`src/rtl/cache_pkg.sv`:
```
// Shared types and constants for the trace-driven cache model front end.
package cache_pkg;

  localparam int unsigned ADDR_W_DEF = 32;
  localparam int unsigned CNT_W_DEF  = 12;
  localparam int unsigned DIV_W_DEF  = 22;

  localparam int unsigned BLOCKSIZE  = 64;
  localparam int unsigned PERMILLE   = 1000;

  typedef enum logic [2:0] {
    IDLE  = 3'd0,
    ISSUE = 3'd1,
    WAIT  = 3'd2,
    DIV   = 3'd3,
    DONE  = 3'd4
  } sched_state_t;

endpackage

```
`src/rtl/cache_rate_div.sv`:
```
// Start/done restoring serial divider, one quotient bit per cycle, with
// zero-divisor guard and saturation of the quotient to Q_W bits.
module cache_rate_div #(
  parameter int unsigned NUM_W = 22,
  parameter int unsigned DEN_W = 13,
  parameter int unsigned Q_W   = 12
) (
  input  logic             clk,
  input  logic             reset,
  input  logic             start,
  input  logic [NUM_W-1:0] num,
  input  logic [DEN_W-1:0] den,
  output logic             busy,
  output logic             done,
  output logic [Q_W-1:0]   quot
);

  localparam int unsigned STEP_W = $clog2(NUM_W);

  logic [NUM_W-1:0]  dvd;
  logic [DEN_W-1:0]  rem;
  logic [DEN_W-1:0]  den_q;
  logic              den_zero;
  logic [STEP_W-1:0] step;

  logic [DEN_W:0]    rem_shift_c;
  logic [DEN_W:0]    rem_diff_c;
  logic              sub_ok_c;
  logic [DEN_W-1:0]  rem_next_c;
  logic [NUM_W-1:0]  dvd_next_c;
  logic [Q_W-1:0]    result_c;

  // One restoring step; the borrow bit of the trial subtraction picks the quotient bit.
  always_comb begin
    rem_shift_c = {rem, dvd[NUM_W-1]};
    rem_diff_c  = rem_shift_c - {1'b0, den_q};
    sub_ok_c    = ~rem_diff_c[DEN_W];
    rem_next_c  = sub_ok_c ? rem_diff_c[DEN_W-1:0] : rem_shift_c[DEN_W-1:0];
    dvd_next_c  = {dvd[NUM_W-2:0], sub_ok_c};
    if (den_zero) begin
      result_c = '0;
    end else if (|dvd_next_c[NUM_W-1:Q_W]) begin
      result_c = '1;
    end else begin
      result_c = dvd_next_c[Q_W-1:0];
    end
  end

  always_ff @(posedge clk) begin
    if (reset) begin
      busy     <= 1'b0;
      done     <= 1'b0;
      quot     <= '0;
      dvd      <= '0;
      rem      <= '0;
      den_q    <= '0;
      den_zero <= 1'b0;
      step     <= '0;
    end else begin
      done <= 1'b0;
      if (start && !busy) begin
        dvd      <= num;
        rem      <= '0;
        den_q    <= den;
        den_zero <= (den == '0);
        step     <= '0;
        busy     <= 1'b1;
      end else if (busy) begin
        dvd  <= dvd_next_c;
        rem  <= rem_next_c;
        step <= step + STEP_W'(1);
        if (step == STEP_W'(NUM_W - 1)) begin
          busy <= 1'b0;
          done <= 1'b1;
          quot <= result_c;
        end
      end
    end
  end

endmodule

```
`src/rtl/cache_access_sched.sv`:
```
// Round-robin read/write scheduler feeding the cache lookup engine, with
// saturating access/miss counters and an on-demand per-mille miss rate.
module cache_access_sched
  import cache_pkg::*;
#(
  parameter int unsigned ADDR_W = ADDR_W_DEF,
  parameter int unsigned CNT_W  = CNT_W_DEF,
  parameter int unsigned DIV_W  = DIV_W_DEF
) (
  input  logic              clk,
  input  logic              reset,
  input  logic              rd_valid,
  input  logic [ADDR_W-1:0] rd_addr,
  output logic              rd_ready,
  input  logic              wr_valid,
  input  logic [ADDR_W-1:0] wr_addr,
  output logic              wr_ready,
  output logic              cache_req_valid,
  output logic [ADDR_W-1:0] cache_req_addr,
  output logic              cache_req_we,
  input  logic              cache_req_ready,
  input  logic              cache_resp_valid,
  input  logic              cache_resp_hit,
  input  logic              stat_req,
  output logic              stat_done,
  output logic              busy,
  output logic [CNT_W-1:0]  num_reads,
  output logic [CNT_W-1:0]  num_writes,
  output logic [CNT_W-1:0]  num_misses,
  output logic [CNT_W-1:0]  cache_miss_rate
);

  localparam int unsigned DEN_W = CNT_W + 1;

  sched_state_t     state, state_next;
  logic             rr_ptr, rr_ptr_next;
  logic             grant_rd_c, grant_wr_c;
  logic             div_start_c;
  logic             div_busy, div_done;
  logic [CNT_W-1:0] div_quot;
  logic [DIV_W-1:0] div_num_c;
  logic [DEN_W-1:0] div_den_c;

  function automatic logic [CNT_W-1:0] sat_inc(input logic [CNT_W-1:0] v);
    return (&v) ? v : v + CNT_W'(1);
  endfunction

  assign div_num_c = DIV_W'(num_misses) * DIV_W'(PERMILLE);
  assign div_den_c = DEN_W'(num_reads) + DEN_W'(num_writes);

  assign rd_ready = grant_rd_c;
  assign wr_ready = grant_wr_c;

  // Next state, arbitration and divider kick-off; rr_ptr=1 favours the writer.
  always_comb begin
    state_next  = state;
    rr_ptr_next = rr_ptr;
    grant_rd_c  = 1'b0;
    grant_wr_c  = 1'b0;
    div_start_c = 1'b0;
    if (!reset) begin
      case (state)
        IDLE: begin
          if (rd_valid && wr_valid) begin
            grant_rd_c  = ~rr_ptr;
            grant_wr_c  = rr_ptr;
            rr_ptr_next = ~rr_ptr;
            state_next  = ISSUE;
          end else if (rd_valid) begin
            grant_rd_c = 1'b1;
            state_next = ISSUE;
          end else if (wr_valid) begin
            grant_wr_c = 1'b1;
            state_next = ISSUE;
          end else if (stat_req) begin
            state_next = DIV;
          end
        end
        ISSUE: begin
          if (cache_req_ready) state_next = WAIT;
        end
        WAIT: begin
          if (cache_resp_valid) state_next = IDLE;
        end
        DIV: begin
          if (div_done) begin
            state_next = DONE;
          end else if (!div_busy) begin
            div_start_c = 1'b1;
          end
        end
        DONE: begin
          state_next = IDLE;
        end
        default: begin
          state_next = IDLE;
        end
      endcase
    end
  end

  always_ff @(posedge clk) begin
    if (reset) begin
      state           <= IDLE;
      rr_ptr          <= 1'b0;
      busy            <= 1'b0;
      cache_req_valid <= 1'b0;
      cache_req_addr  <= '0;
      cache_req_we    <= 1'b0;
      num_reads       <= '0;
      num_writes      <= '0;
      num_misses      <= '0;
      cache_miss_rate <= '0;
      stat_done       <= 1'b0;
    end else begin
      state     <= state_next;
      rr_ptr    <= rr_ptr_next;
      busy      <= (state_next != IDLE);
      stat_done <= 1'b0;

      if (grant_rd_c || grant_wr_c) begin
        cache_req_valid <= 1'b1;
        cache_req_addr  <= grant_wr_c ? wr_addr : rd_addr;
        cache_req_we    <= grant_wr_c;
        if (grant_wr_c) num_writes <= sat_inc(num_writes);
        else            num_reads  <= sat_inc(num_reads);
      end else if (state == ISSUE && cache_req_ready) begin
        cache_req_valid <= 1'b0;
      end

      // Responses only count while an access is outstanding.
      if (state == WAIT && cache_resp_valid && !cache_resp_hit) begin
        num_misses <= sat_inc(num_misses);
      end

      if (state == DIV && div_done) begin
        cache_miss_rate <= div_quot;
        stat_done       <= 1'b1;
      end
    end
  end

  cache_rate_div #(
    .NUM_W (DIV_W),
    .DEN_W (DEN_W),
    .Q_W   (CNT_W)
  ) u_rate_div (
    .clk   (clk),
    .reset (reset),
    .start (div_start_c),
    .num   (div_num_c),
    .den   (div_den_c),
    .busy  (div_busy),
    .done  (div_done),
    .quot  (div_quot)
  );

endmodule

```
`config.mk`:
```
export PLATFORM = sky130hd
export DESIGN_NAME = cache_access_sched
export DESIGN_NICKNAME = d
export VERILOG_FILES = /design/src/rtl/cache_pkg.sv /design/src/rtl/cache_rate_div.sv /design/src/rtl/cache_access_sched.sv
export SDC_FILE = /design/constraint.sdc
export NUM_CORES = 1
export LEC_CHECK = 0
export ABC_AREA = 1
export BUFFER_PORTS_ARGS = -buffer_cell sky130_fd_sc_hd__clkbuf_2
export CORE_UTILIZATION = 61
export CTS_CLUSTER_DIAMETER = 80
export DETAILED_ROUTE_END_ITERATION = 12
export HOLD_SLACK_MARGIN = 0.03
export PLACE_DENSITY = 0.84
export SLEW_MARGIN = 5
export SYNTH_ARGS = -nofsm -noshare
export SYNTH_HDL_FRONTEND = slang
export SYNTH_HIERARCHICAL = 1
export SYNTH_SLANG_ARGS = --single-unit
```
`constraint.sdc`:
```
create_clock -name clk -period 7.7 [get_ports clk]
set_input_delay 0.385 -clock clk [delete_from_list [all_inputs] [get_ports clk]]
set_output_delay 0.385 -clock clk [all_outputs]
set_load 0.02 [all_outputs]
```
# After elaboration in Yosys (flattened, before gate mapping)
# Index checks and enable logic that the tools add are counted.
word_totals:
  rom_bits: 0
  out_inout_bits: 86
  regBits: 156
  input_bits: 72
  mem_bits_rw: 0
  n_memories: 0
  elab_cells: 99
  latch_bits: 0
classes:
  magnitude_cmp: 0
  div_mod_pow: 0
  reduce_logical: 25
  shift: 0
  eq_ne: 4
  multipliers: 1
  addsub: 6
  mux: 35
  n_bitwise: 8
op_table:
  columns: ["op", "count"]
  rows:
  - ["22-bit 2-to-1 mux", 2]
  - ["12-bit by 1-bit adder with 12-bit output (second input constant)", 3]
  - ["12-bit AND reduction", 3]
  - ["32-bit 2-to-1 mux", 1]
  - ["12-bit 2-to-1 mux", 2]
  - ["3-bit 2-to-1 mux", 8]
  - ["1-bit 2-to-1 mux", 20]
  - ["12-bit by 7-bit multiplier with 19-bit output (second input constant)", 1]
  - ["14-bit by 13-bit subtractor with 14-bit output", 1]
  - ["12-bit by 12-bit adder with 13-bit output", 1]
  - ["13-bit logical NOT", 1]
  - ["13-bit 2-to-1 mux", 1]
  - ["3-bit case mux with 4 select lines", 1]
  - ["10-bit OR reduction", 1]
  - ["3-bit AND reduction", 3]
  - ["1-bit NOT", 8]
  - ["3-bit by 2-bit == test with 1-bit output (second input constant)", 2]
  - ["1-bit logical AND", 6]
  - ["5-bit by 1-bit adder with 5-bit output (second input constant)", 1]
  - ["5-bit == test (second input constant)", 1]
  - ["2-bit AND reduction", 2]
  - ["2-bit nonzero test", 2]
  - ["3-bit by 1-bit == test with 1-bit output (second input constant)", 1]
  - ["3-bit logical NOT", 1]
  - ["5 further kinds", 6]

# Longest topological paths before layout
logic_depth:
  depth_word: 7
  mapped_depth: 22
  ltp_nobuf: 22

# Modules after synthesis
# The synthesis kept the hierarchy.
modules_own_cells:
  columns: ["mod", "cells_per_inst", "n_inst", "area_per_inst_um2", "seq_area_each_um2"]
  rows:
  - ["cache_access_sched", 1055, 1, 7129.3, 1761.7]
  - ["cache_rate_div", 591, 1, 3951.3, 1361.3]

# Worst setup path after synthesis
# No wires, ideal clock.
synth_timing:
  path_type: "flip-flop to flip-flop"
  startpoint: "register num_misses[5]"
  endpoint: "register u_rate_div.dvd[21]"
  setup_time_ps: 110
  period_less_slack_ps: 4073
  arrival_ps: 3963
  stages_incl_launch_ff: 23
  path_slack_ps: 3627
  required_ps: 7590
  path_buffers: 0
  cell_sequence: "dfxtp_1 inv_1 fa_1 fa_1 inv_1 fa_1 inv_1 fa_1 inv_1 ha_1 nand2_1 inv_1 nand2_1 inv_1 and2_1 nand2_1 nand2_1 nand2_1 nand2_1 nand2_1 o221ai_1 nand2_1 inv_1"
synth_between:
  elab_chain_cells: 2
synth_lines:
  columns: ["item", "line", "source"]
  rows:
  - ["from (decl)", "cache_access_sched.sv:29", "output logic [CNT_W-1:0] num_misses,"]
  - ["from (signal assigned)", "cache_access_sched.sv:133", "num_misses <= sat_inc(num_misses);"]
  - ["12-bit by 7-bit multiplier with 19-bit output", "cache_access_sched.sv:48", "assign div_num_c = DIV_W'(num_misses) * DIV_W'(PERMILLE);"]
  - ["named net div_num_c[21]", "cache_access_sched.sv:41", "logic [DIV_W-1:0] div_num_c;"]
  - ["22-bit 2-to-1 mux", "cache_rate_div.sv:61", "if (start && !busy) begin"]
  - ["to (signal assigned)", "cache_rate_div.sv:62", "dvd <= num;"]
  - ["to (signal assigned)", "cache_rate_div.sv:69", "dvd <= dvd_next_c;"]
  - ["to (decl)", "cache_rate_div.sv:20", "logic [NUM_W-1:0] dvd;"]
# The timed path passes the listed nets, and every way through them passes these cells.
# A chain may end at the register's enable or synchronous reset.

# Worst setup path in the final report
layout_timing:
  startpoint: "register num_misses[0]"
  endpoint: "register u_rate_div.dvd[20]"
# The elaborated chain is that of the path after synthesis.

==> results.cfg <==
[grt]
grt_pass1_vias = 10100
grt_max_degree = 53
grt_antenna_before_repair = 0
grt_pass1_wl_mm = 46.9
grt_usage_pct = 31.8
grt_overflow = 0

[logic_synthesis]
avgSynthCellArea_um2 = 6.73
synth_edf_count = 0
syn-cell-area_um2 = 11100
yosys_warnings = 6
yosys_register_bits = 156
yosys.cell_types.count = 41
synth_cells = 1646
ys_seq_area_share_pct = 28.2
postSynth.asyncResetShare_pct = 0
synthFlopType = dfxtp_1

[place]
dp_hpwl_mm = 21.5
dp_slack_ps = 3470
place_area_um2 = 11900
port_buffers = 157
gp_congestion = 0.937

[sta]
maxSlewHeadroom_pct = 29.4
tightest_slew_ps = 1060
period_share_pct = 56.3
setup_violations = 0
fin_crit_ps = 4330
max_freq_ghz = 0.231
hold_viol = 0
setup_ws_ps = 3370
drv_slew = 0
fin_worst_skew_ps = 14.4
tns_ps = 0
rsz0062_at_grt = no

[clock_tree]
cts-buffers-inserted = 17
cts_tree = done
ctsHtreeMaxLevel = 4
insertion_delay_ps = 440
clk_path_buf_depth = 2
hold_buffers = 0
cts_root_buffer = clkbuf_16
ctsResizeCount = 0
cts_sinks = 156
cts_setup_buffers = 0
clk_pin_slew_ps = 80

[worst_setup_path]
arrival_ps = 4660
cp_max_fo = 11
crit_slowest_cell = dfxtp_1
cpMostUsedCell = nand2_1
start_kind = flip-flop
max_stage_delay_ps = 650
path_cells = fa_1, fa_1, inv_1, fa_1, fa_1, inv_1, ha_1, a21oi_1, nand2_1, nand2_1, nand2_1, nand2_1, nand2_1, nand2_1, nand2_1, nand2_1, o221ai_1, nand2_1, inv_1
end_kind = flip-flop
path_class = reg -> reg
required_ps = 8020

[route]
post_drt_wl_per_cell_um = 14.4
drt_iter0_drc = 813
drc = 0
via_per_inst = 5.40
drtPass1Iterations = 5
wl_mm = 28.9
drtAntennaViolNets = 0
vias = 10900

[die]
die_h_um = 137
initial_utilization_pct = 63.2
dieArea_um2 = 18700
ios = 158
floorplan.core_area_um2 = 17500
chipWidth_um = 137
rows = 48

[power]
ir_worst_vdd_mv = 0.176
pwr_density_cell_nw_per_um2 = 172
leakagePower_uw = 0.00623

[final_layout]
layout_commonest_cell = nand2_1
antenna_cells = 0
areaGrowthSynthToFinish_pct = 12.4
final_cell_area_um2 = 12500
final_util_pct = 71.0
mostFrequentLayoutCells = nand2_1, inv_1, clkbuf_2
final_layout_size_suffix_gt1_share_pct = 13.4
fin_nets = 1961

[job]
drv_cap = 0

[status]
status = completed

[worst_hold_path]
hold_class = in -> reg
-- cell families (layout without fill, tap and decap cells) --
kind of cell / Yosys count / after routing / share of synthesized area (%)
other: 1 / 3 / 0.0338
adders and majority gates: 114 / 114 / 15.6
and+or+nand+nor: 825 / 825 / 32.2
xor gates and xnor gates: 36 / 36 / 2.85
AOI/OAI and AO/OA: 185 / 185 / 9.11
buffers and inverters: 329 / 469 / 12.0
DFF: 156 / 156 / 28.2
-- synthesized netlist by cell type (5+ instances only) --
| library cell | instances | area (um2) |
|---|---|---|
| a21oi_1 | 83 | 415 |
| a21oi_2 | 6 | 52.6 |
| buf_2 | 9 | 45.0 |
| buf_4 | 9 | 67.6 |
| buf_6 | 6 | 67.6 |
| clkbuf_1 | 25 | 93.8 |
| dfxtp_1 | 156 | 3120 |
| fa_1 | 40 | 801 |
| ha_1 | 74 | 926 |
| inv_1 | 269 | 1010 |
| inv_2 | 6 | 22.5 |
| nand2_1 | 488 | 1830 |
| nand2_4 | 5 | 56.3 |
| nand3_1 | 139 | 696 |
| nand3_2 | 11 | 110 |
| nand3b_1 | 5 | 37.5 |
| nand4_1 | 24 | 150 |
| nor2_1 | 116 | 435 |
| nor2_2 | 6 | 37.5 |
| nor3_1 | 13 | 65.1 |
| o211ai_1 | 8 | 60.1 |
| o21ai_0 | 62 | 310 |
| o21ai_1 | 15 | 75.1 |
| xnor2_1 | 7 | 61.3 |
| xor2_1 | 29 | 254 |
-- final cells by class --
| class | instances | area, um2 |
|---|---|---|
| multi-input cells | 1163 | 6630 |
| fillers | 1501 | 5080 |
| flip-flops and latches | 156 | 3120 |
| inverters | 276 | 1040 |
| repair buffers | 161 | 816 |
| clock buffers | 17 | 425 |
| well taps | 225 | 282 |
| clock inverters | 15 | 146 |
-- layer usage --
layer  vias to the layer above  share of wire, %  global-route usage (%)
li1                       5416                 -                       -
met1                      4972                43                    40.4
met2                       430                47                    52.8
met3                        55               7.6                    7.00
met4                         0               2.4                    11.8
met5                         -                 0                       0
-- final timing paths --
check,start,to,slack [ps],cells after the start
worst max-delay path,num_misses[0],u_rate_div/dvd[20],3370,19
worst max register to register,num_misses[0],u_rate_div/dvd[20],3370,19
worst min register to register,cache_miss_rate[1],cache_miss_rate[1],460,2
worst min-delay path,wr_addr[7],cache_req_addr[7],190,3
-- critical path: cells and delay by family (launching register included) --
kind | cells | cell delay (ps)
buf+inv | 3 | 140
fa+ha+maj | 5 | 2390
compound gates | 2 | 320
simple gates | 9 | 710
flops | 1 | 650
-- through the flow --
stage | hold WS (ps) | cells | power, uW
2_1_floorplan | 433 | 1648 | 1220
3_3_place_gp | 452 | 1981 | 1310
3_5_place_dp | 453 | 1981 | 1320
4_1_cts | 191 | 2013 | 2140
5_1_grt | 201 | 2013 | 2230
6_report | 195 | 2013 | 2140
-- sequential cells by signal (all words and copies together), names as in the netlist, 3 cells and up --
signal and flops:
cache_miss_rate 12, num_misses 12, state 3, u_rate_div/rem 13, u_rate_div/dvd 22, cache_req_addr 32, num_writes 12, u_rate_div/step 5
num_reads 12, u_rate_div/quot 12, u_rate_div/den_q 13
-- power by group --
| part | switching [uW] | leakage (uW) | internal (uW) |
|---|---|---|---|
| combinational | 290 | 0.00469 | 141 |
| clock | 401 | 0.000270 | 431 |
| sequential | 29.4 | 0.00127 | 847 |
| total | 720 | 0.00623 | 1420 |
Power figures use the tool's default switching activity.
